File: config.mk
export PLATFORM = sky130hd
export DESIGN_NAME = apb_master
export DESIGN_NICKNAME = d
export VERILOG_FILES = /design/src/rtl/apb_master.sv
export SDC_FILE = /design/constraint.sdc
export NUM_CORES = 1
export LEC_CHECK = 0
export BUFFER_PORTS_ARGS = -buffer_cell sky130_fd_sc_hd__buf_2
export CORE_ASPECT_RATIO = 1.2
export CORE_UTILIZATION = 42
export DETAILED_ROUTE_END_ITERATION = 6
export PLACE_DENSITY = 0.75
export SETUP_SLACK_MARGIN = 0.5
export SLEW_MARGIN = 15
export SYNTH_ARGS = -nofsm -noshare
export SYNTH_HDL_FRONTEND = slang
export SYNTH_SLANG_ARGS = --single-unit
export TNS_END_PERCENT = 30
File: constraint.sdc
create_clock -name pclk -period 1.9 [get_ports pclk]
set_clock_uncertainty 0.2 [all_clocks]
set_input_delay 0.38 -clock pclk [delete_from_list [all_inputs] [get_ports pclk]]
set_output_delay 0.38 -clock pclk [all_outputs]
set_load 0.005 [all_outputs]
File: src/rtl/apb_master.sv
// apb_master: turns a valid/ready request into one APB transfer and returns
// a single-cycle response pulse. Optional ACCESS wait timeout.
//
// Parameters
//   ADDR_WIDTH : bus address width
//   DATA_WIDTH : bus data width
//   TIMEOUT    : max ACCESS wait cycles before abort (0 = never abort)
// Ports
//   pclk, rst                  : clock, synchronous active-high reset
//   req_valid/ready            : request handshake
//   req_addr/wdata/write/stb   : request payload
//   rsp_valid/rdata/err        : one-cycle response pulse, data/err held after
//   paddr/pdata/psel/penable/pwrite/pstb : APB initiator outputs
//   prdata/pready/perr         : APB completer inputs
module apb_master #(
  parameter int unsigned ADDR_WIDTH = 32,
  parameter int unsigned DATA_WIDTH = 32,
  parameter int unsigned TIMEOUT    = 255
) (
  input  logic                  pclk,
  input  logic                  rst,
  input  logic                  req_valid,
  output logic                  req_ready,
  input  logic [ADDR_WIDTH-1:0] req_addr,
  input  logic [DATA_WIDTH-1:0] req_wdata,
  input  logic                  req_write,
  input  logic [3:0]            req_stb,
  output logic                  rsp_valid,
  output logic [DATA_WIDTH-1:0] rsp_rdata,
  output logic                  rsp_err,
  output logic [ADDR_WIDTH-1:0] paddr,
  output logic [DATA_WIDTH-1:0] pdata,
  output logic                  psel,
  output logic                  penable,
  output logic                  pwrite,
  output logic [3:0]            pstb,
  input  logic [DATA_WIDTH-1:0] prdata,
  input  logic                  pready,
  input  logic                  perr
);

  localparam int unsigned WaitW = 16;
  localparam bit TimeoutEn = (TIMEOUT != 0);
  // Counter value at which the next unready ACCESS edge is the TIMEOUT-th one.
  localparam logic [WaitW-1:0] TimeoutLast = WaitW'(TIMEOUT - 1);

  typedef enum logic [1:0] {
    IDLE   = 2'd0,
    SETUP  = 2'd1,
    ACCESS = 2'd2
  } state_e;

  state_e                state_q;
  logic [WaitW-1:0]      wait_q;
  logic                  req_ready_q;
  logic                  rsp_valid_q;
  logic [DATA_WIDTH-1:0] rsp_rdata_q;
  logic                  rsp_err_q;
  logic [ADDR_WIDTH-1:0] paddr_q;
  logic [DATA_WIDTH-1:0] pdata_q;
  logic                  psel_q;
  logic                  penable_q;
  logic                  pwrite_q;
  logic [3:0]            pstb_q;

  // Transfer FSM with all outputs registered.
  always_ff @(posedge pclk) begin
    if (rst) begin
      state_q     <= IDLE;
      wait_q      <= '0;
      req_ready_q <= 1'b0;
      rsp_valid_q <= 1'b0;
      rsp_rdata_q <= '0;
      rsp_err_q   <= 1'b0;
      paddr_q     <= '0;
      pdata_q     <= '0;
      psel_q      <= 1'b0;
      penable_q   <= 1'b0;
      pwrite_q    <= 1'b0;
      pstb_q      <= 4'h0;
    end else begin
      rsp_valid_q <= 1'b0;
      unique case (state_q)
        IDLE: begin
          if (req_valid && req_ready_q) begin
            paddr_q     <= req_addr;
            pdata_q     <= req_wdata;
            pwrite_q    <= req_write;
            // Reads never carry byte strobes.
            pstb_q      <= req_write ? req_stb : 4'h0;
            psel_q      <= 1'b1;
            penable_q   <= 1'b0;
            wait_q      <= '0;
            req_ready_q <= 1'b0;
            state_q     <= SETUP;
          end else begin
            // Covers the first idle cycle after reset release.
            req_ready_q <= 1'b1;
          end
        end
        SETUP: begin
          penable_q <= 1'b1;
          state_q   <= ACCESS;
        end
        ACCESS: begin
          if (pready) begin
            // Completion wins over a coincident timeout.
            psel_q      <= 1'b0;
            penable_q   <= 1'b0;
            rsp_valid_q <= 1'b1;
            rsp_rdata_q <= pwrite_q ? '0 : prdata;
            rsp_err_q   <= perr;
            req_ready_q <= 1'b1;
            state_q     <= IDLE;
          end else if (TimeoutEn && (wait_q == TimeoutLast)) begin
            psel_q      <= 1'b0;
            penable_q   <= 1'b0;
            rsp_valid_q <= 1'b1;
            rsp_rdata_q <= '0;
            rsp_err_q   <= 1'b1;
            req_ready_q <= 1'b1;
            state_q     <= IDLE;
          end else if (wait_q != '1) begin
            // Saturate so a disabled timeout never wraps.
            wait_q <= wait_q + WaitW'(1);
          end
        end
        default: begin
          state_q <= IDLE;
        end
      endcase
    end
  end

  assign req_ready = req_ready_q;
  assign rsp_valid = rsp_valid_q;
  assign rsp_rdata = rsp_rdata_q;
  assign rsp_err   = rsp_err_q;
  assign paddr     = paddr_q;
  assign pdata     = pdata_q;
  assign psel      = psel_q;
  assign penable   = penable_q;
  assign pwrite    = pwrite_q;
  assign pstb      = pstb_q;

endmodule

### Yosys cells after proc, flatten, opt, wreduce, memory -nomap -nowiden

Cells that the tools add are included.

* bits in registers: 124
* memories: 0
* memory bits (writable): 0
* ROM bits: 0
* bits of input ports: 106
* output and inout port bits: 106
* bits in latches: 0
* logic and storage cells: 62

* reductions and logical operators: 13
* order comparisons: 0
* shift operators: 0
* div/mod/pow operators: 0
* multiply operators: 0
* $add $sub $neg: 1
* equal/unequal tests: 9
* multiplexer cells: 26
* bitwise gates (word level): 1

Operator list (number)
* 32-bit 2-to-1 mux: 3
* 16-bit 2-to-1 mux: 4
* 16-bit one-hot mux with 2 select lines: 1
* 16-bit by 1-bit adder with 16-bit output (second input constant): 1
* 16-bit by 8-bit equality test with 1-bit output (second input constant): 1
* 16-bit inequality test (second input constant): 1
* 1-bit 2-to-1 mux: 10
* 2-bit inequality test (second input constant): 4
* 2-bit AND reduction: 4
* 2-bit 2-to-1 mux: 3
* 2-bit one-hot mux with 3 select lines: 1
* 3-bit AND reduction: 2
* 5-bit AND reduction: 1
* 4-bit 2-to-1 mux: 1
* 1-bit one-hot mux with 2 select lines: 2
* 2-bit nonzero test: 2
* 3-bit inequality test (second input constant): 1
* 1-bit one-hot mux with 3 select lines: 1
* 3-bit nonzero test: 1
* 2-bit by 1-bit equality test with 1-bit output (second input constant): 1
* 2-bit equality test (second input constant): 1
* 2-bit zero test: 1
* 2-bit OR reduction: 1
* 1-bit logical AND: 1
* 1-bit inverter: 1

### Logic depth before layout (Yosys ltp)

* word-level depth: 5
* mapped depth: 8

### Worst setup path after synthesis

No wires, ideal clock.

* kind: reg2reg
* from: register wait_q[15]
* to: register rsp_rdata_q[0] (netlist: rsp_rdata[0])
* arrival: 1.590 ns
* cell stages (with the launch flop): 7
* path slack: -0.007 ns
* setup time: 0.117 ns
* required time: 1.583 ns
* cell sequence: dfxtp_1 nor4_4 nand4_4 o31ai_4 nor2_4 buf_6 a22o_1

* cells in the longest elaborated chain, start to end: 3

RTL lines
* start, declared: line 54 `logic [WaitW-1:0] wait_q;`
* start signal, assigned: line 125 `wait_q <= wait_q + WaitW'(1);`
* 16-bit by 8-bit equality test with 1-bit output: line 115 `end else if (TimeoutEn && (wait_q == TimeoutLast)) begin`
* 2-bit nonzero test (no line)
* 2-bit AND reduction (no line)
* end signal, assigned: line 111 `rsp_rdata_q <= pwrite_q ? '0 : prdata;`
* end, declared: line 57 `logic [DATA_WIDTH-1:0] rsp_rdata_q;`

No other way between the ends.
A chain may end at the register's enable or synchronous reset.

### Final worst setup path

* from: register wait_q[0]
* to: register wait_q[15]

* cells in the longest elaborated chain, start to end: 5
* elaborated cells between the ends (all ways): 10

RTL lines
* 16-bit by 1-bit adder with 16-bit output: line 125
* 16-bit 2-to-1 mux: line 123 `end else if (wait_q != '1) begin`
* 16-bit 2-to-1 mux: line 115
* 16-bit 2-to-1 mux: line 106 `if (pready) begin`
* 16-bit one-hot mux with 2 select lines: line 83 `unique case (state_q)`

Several ways; a longest one is shown, not always the timed one. The select of a mux whose other input is x is not followed.

==> run_results.csv <==
group,metric,value,unit
status,status,"finished with violations",
status,violations,"setup timing",
layout,diodes,0,
timing,finalHoldViolations,0,
yosys,synth_cells,538,
timing,finalCriticalPeriod,2.04,ns
clocking,cts_buffers,17,
layout,drive_gt1_share,69.0,%
yosys,ys_warn_count,0,
floorplanning,die_width,98.8,um
route,vias,5990,
global_route,grt_pass1_vias,5963,
clocking,cts.path.max_buffers,2,
pwr,pwr-share-seq,39.3,%
floorplanning,coreArea,11000,um2
global_route,track_usage,32.2,%
yosys,synthTopCellsByArea,"dfxtp_1 (53%), nand2_1 (12%), a21oi_1 (8.4%), a22o_1 (5.6%), clkbuf_1 (2.1%)",
floorplanning,die_area,11700,um2
pwr,intPower,5130,uW
worst_setup_path,crit_fanout,4,
min_path,hold_path_class,"in2reg",
worst_setup_path,crit_path_start_kind,"flip-flop",
clocking,clk_latency,0.41,ns
yosys,seq_area_frac_synth,52.5,%
job,drv_cap,0,
worst_setup_path,rr_worst_depth,9,
clocking,htree_num_levels,4,
pwr,power_switching,2000,uW
timing,rsz0062_at_grt,"true",
route,via_per_inst,5.98,
worst_setup_path,cp_data_arrival_time,2.12,ns
yosys,synth.avg_cell_area,8.78,um2
timing,slew_viol_final,0,
floorplanning,num_rows,42,
timing,setup_violations,50,
global_route,antenna_found_initial,0,
layout,postLayoutCellArea,9220,um2
pwr,power_frac_comb,16.4,%
clocking,cts_root_buf,"clkbuf_16",
route,drtIter0Drc,386,
route,routed_wl,23400,um
yosys,netlist_area,4730,um2
yosys,synthFlopType,"dfxtp_1",
timing,fin_crit_sh,107,%
yosys,synthesis.nets,646,
pwr,vdd_ir_drop_max,0.671,mV
global_route,grt_pass1_wl,29300,um
floorplanning,start_util,43.0,%
route,ant_nets,0,
layout,area_growth,95.1,%
yosys,yosysTopAreaCellShare,52.5,%
pwr,p_per_area,773,nW/um2
global_route,grt_max_degree,64,
floorplanning,num_io_pins,212,
place,globalplace.congestion,0.926,
pwr,p_sw_share,28.1,%
route,dr.pass1.iters,5,
timing,hold_slack,0.000758,ns
yosys,yosysTopAreaCell,"dfxtp_1",
yosys,ys_ff_latch,124,
clocking,cts.sinks,124,
worst_setup_path,end_kind,"flip-flop",
pwr,p_leak,0.00397,uW
place,post-dp-hpwl,9560,um
place,portBuffers,211,
place,pre_cts_ws,-0.179,ns
global_route,overflow,0,
layout,layout.nets,964,
timing,max_freq,490,MHz
pwr,p_clk_share,44.3,%
min_path,worstHoldPathCells,3,
route,route.detailed.wl_per_inst,23.3,um
timing,maxSlewHeadroom,70.9,%
clocking,cts_tree,"done",
route,drc,0,
floorplanning,fp.dieH,118,um
yosys,synth_edf_count,0,
timing,setup_tns,-1.98,ns
place,postPlaceCellArea,6200,um2
yosys,async_flop_share,0,%
clocking,cts.reportedPaths.clkPinSlew,0.06,ns
worst_setup_path,crit_type,"reg2reg",
timing,tightest_slew,0.432,ns
yosys,synth_cell_types,53,
worst_setup_path,cp_data_required_time,1.98,ns
timing,setup_ws,-0.140,ns
critical path, stage by stage (launching register included):
cell	delay [ns]
dfxtp_4	0.37
ha_4	0.15
buf_6	0.09
nand4_1	0.18
nor4_4	0.35
buf_4	0.18
nor3_4	0.05
buf_6	0.13
nand4b_1	0.09
o211ai_1	0.10
logic make-up (layout without fill, tap and decap cells):
kind of cell    count (synthesis)  after routing  share of synthesized area [%]
simple gates                  216            217                           21.1
compound gates                150            150                           21.1
flops                         124            124                           52.5
buf+inv                        45            375                           4.50
fa+ha+maj                       2              2                          0.529
mux                             1              1                          0.212
sequential cells by signal, indices dropped and copies added, names as in the netlist:
signal     cells
rsp_err        1
pwrite         1
rsp_valid      1
rsp_rdata     32
state_q        2
pstb           4
wait_q        16
pdata         32
psel           1
paddr         32
req_ready      1
penable        1
power groups by stage:
stage | Combinational (uW) | Clock, uW | Sequential [uW]
final | 1170 | 3160 | 2800
after global routing | 1200 | 3280 | 2810
after CTS | 938 | 3130 | 2780
after detailed placement | 555 | 0 | 2790
after global placement | 539 | 0 | 2790
after floorplan | 247 | 0 | 2800
synth_stat cells (2+ instances only):
cell	n
a311oi_1	2
buf_2	5
a21oi_1	79
inv_1	6
ha_1	2
a22o_2	2
nor3_1	6
dfxtp_1	124
o311ai_0	2
buf_6	3
nand3_1	14
nor2_1	13
nor2b_1	2
a31oi_1	2
or3_1	2
a41oi_1	2
nand4_1	7
o31ai_1	2
o21ai_0	5
o211ai_1	4
nand4b_1	2
o21a_1	4
clkbuf_1	27
nor4_1	3
o41ai_1	2
a22o_1	30
nand2b_1	2
buf_4	4
and2_1	2
and3_1	5
nand2_1	146
a211oi_1	5
and4_2	2
final timing paths:
path,from,slack [ns],to
setup / recovery,wait_q[0],-0.14,wait_q[15]
hold / removal,req_addr[25],0.0008,paddr[25]
setup reg to reg,wait_q[0],-0.14,wait_q[15]
hold reg to reg,pdata[9],0.27,pdata[9]
per-stage QoR:
step                power [uW]  utilization (%)  std cells
global route              7290             83.9       1001
finish                    7130             83.9       1001
global placement          3330             56.5        886
floorplan                 3050                -        538
detailed placement        3350             56.5        886
CTS                       6850             77.8        985
metal layers:
layer	up-vias	global-route usage [%]	share of wire (%)
met4	0	18.3	7.6
met1	2871	32.3	34
li1	2528	-	-
met3	168	8.81	8.4
met5	-	0	0
met2	423	59.2	50
final cells by class:
cell class | count | area [um2]
Inverter | 6 | 22.5
Clock inverter | 13 | 134
Clock buffer | 19 | 433
Multi-Input combinational cell | 370 | 3030
Tap cell | 132 | 165
Fill cell | 476 | 1760
Timing Repair Buffer | 337 | 2820
Sequential cell | 124 | 2620
layout by cell type, fill, tap and decap left out, types with 6 or more instances in the layout:
| cell | instances |
|---|---|
| nand2_4 | 60 |
| nand2_2 | 27 |
| buf_4 | 44 |
| nor2_1 | 8 |
| dfxtp_2 | 69 |
| a22o_1 | 30 |
| clkbuf_16 | 24 |
| dfxtp_1 | 41 |
| inv_1 | 6 |
| nand2_1 | 59 |
| nand3_1 | 8 |
| buf_6 | 57 |
| dfxtp_4 | 14 |
| a21oi_2 | 54 |
| a21oi_1 | 25 |
| buf_16 | 7 |
| buf_12 | 11 |
| buf_2 | 171 |
| nand4_1 | 7 |
| dlygate4sd3_1 | 40 |
timing repair:
item	in CTS	in global routing
cloned	8	7
setup buffers	19	9
pin swaps	132	122
hold buffers	40	0
endpoints found under the hold margin	40	0
resized for setup	299	110
endpoints found under the setup margin	230	230
No activity file was read; power rests on OpenSTA's default activity.
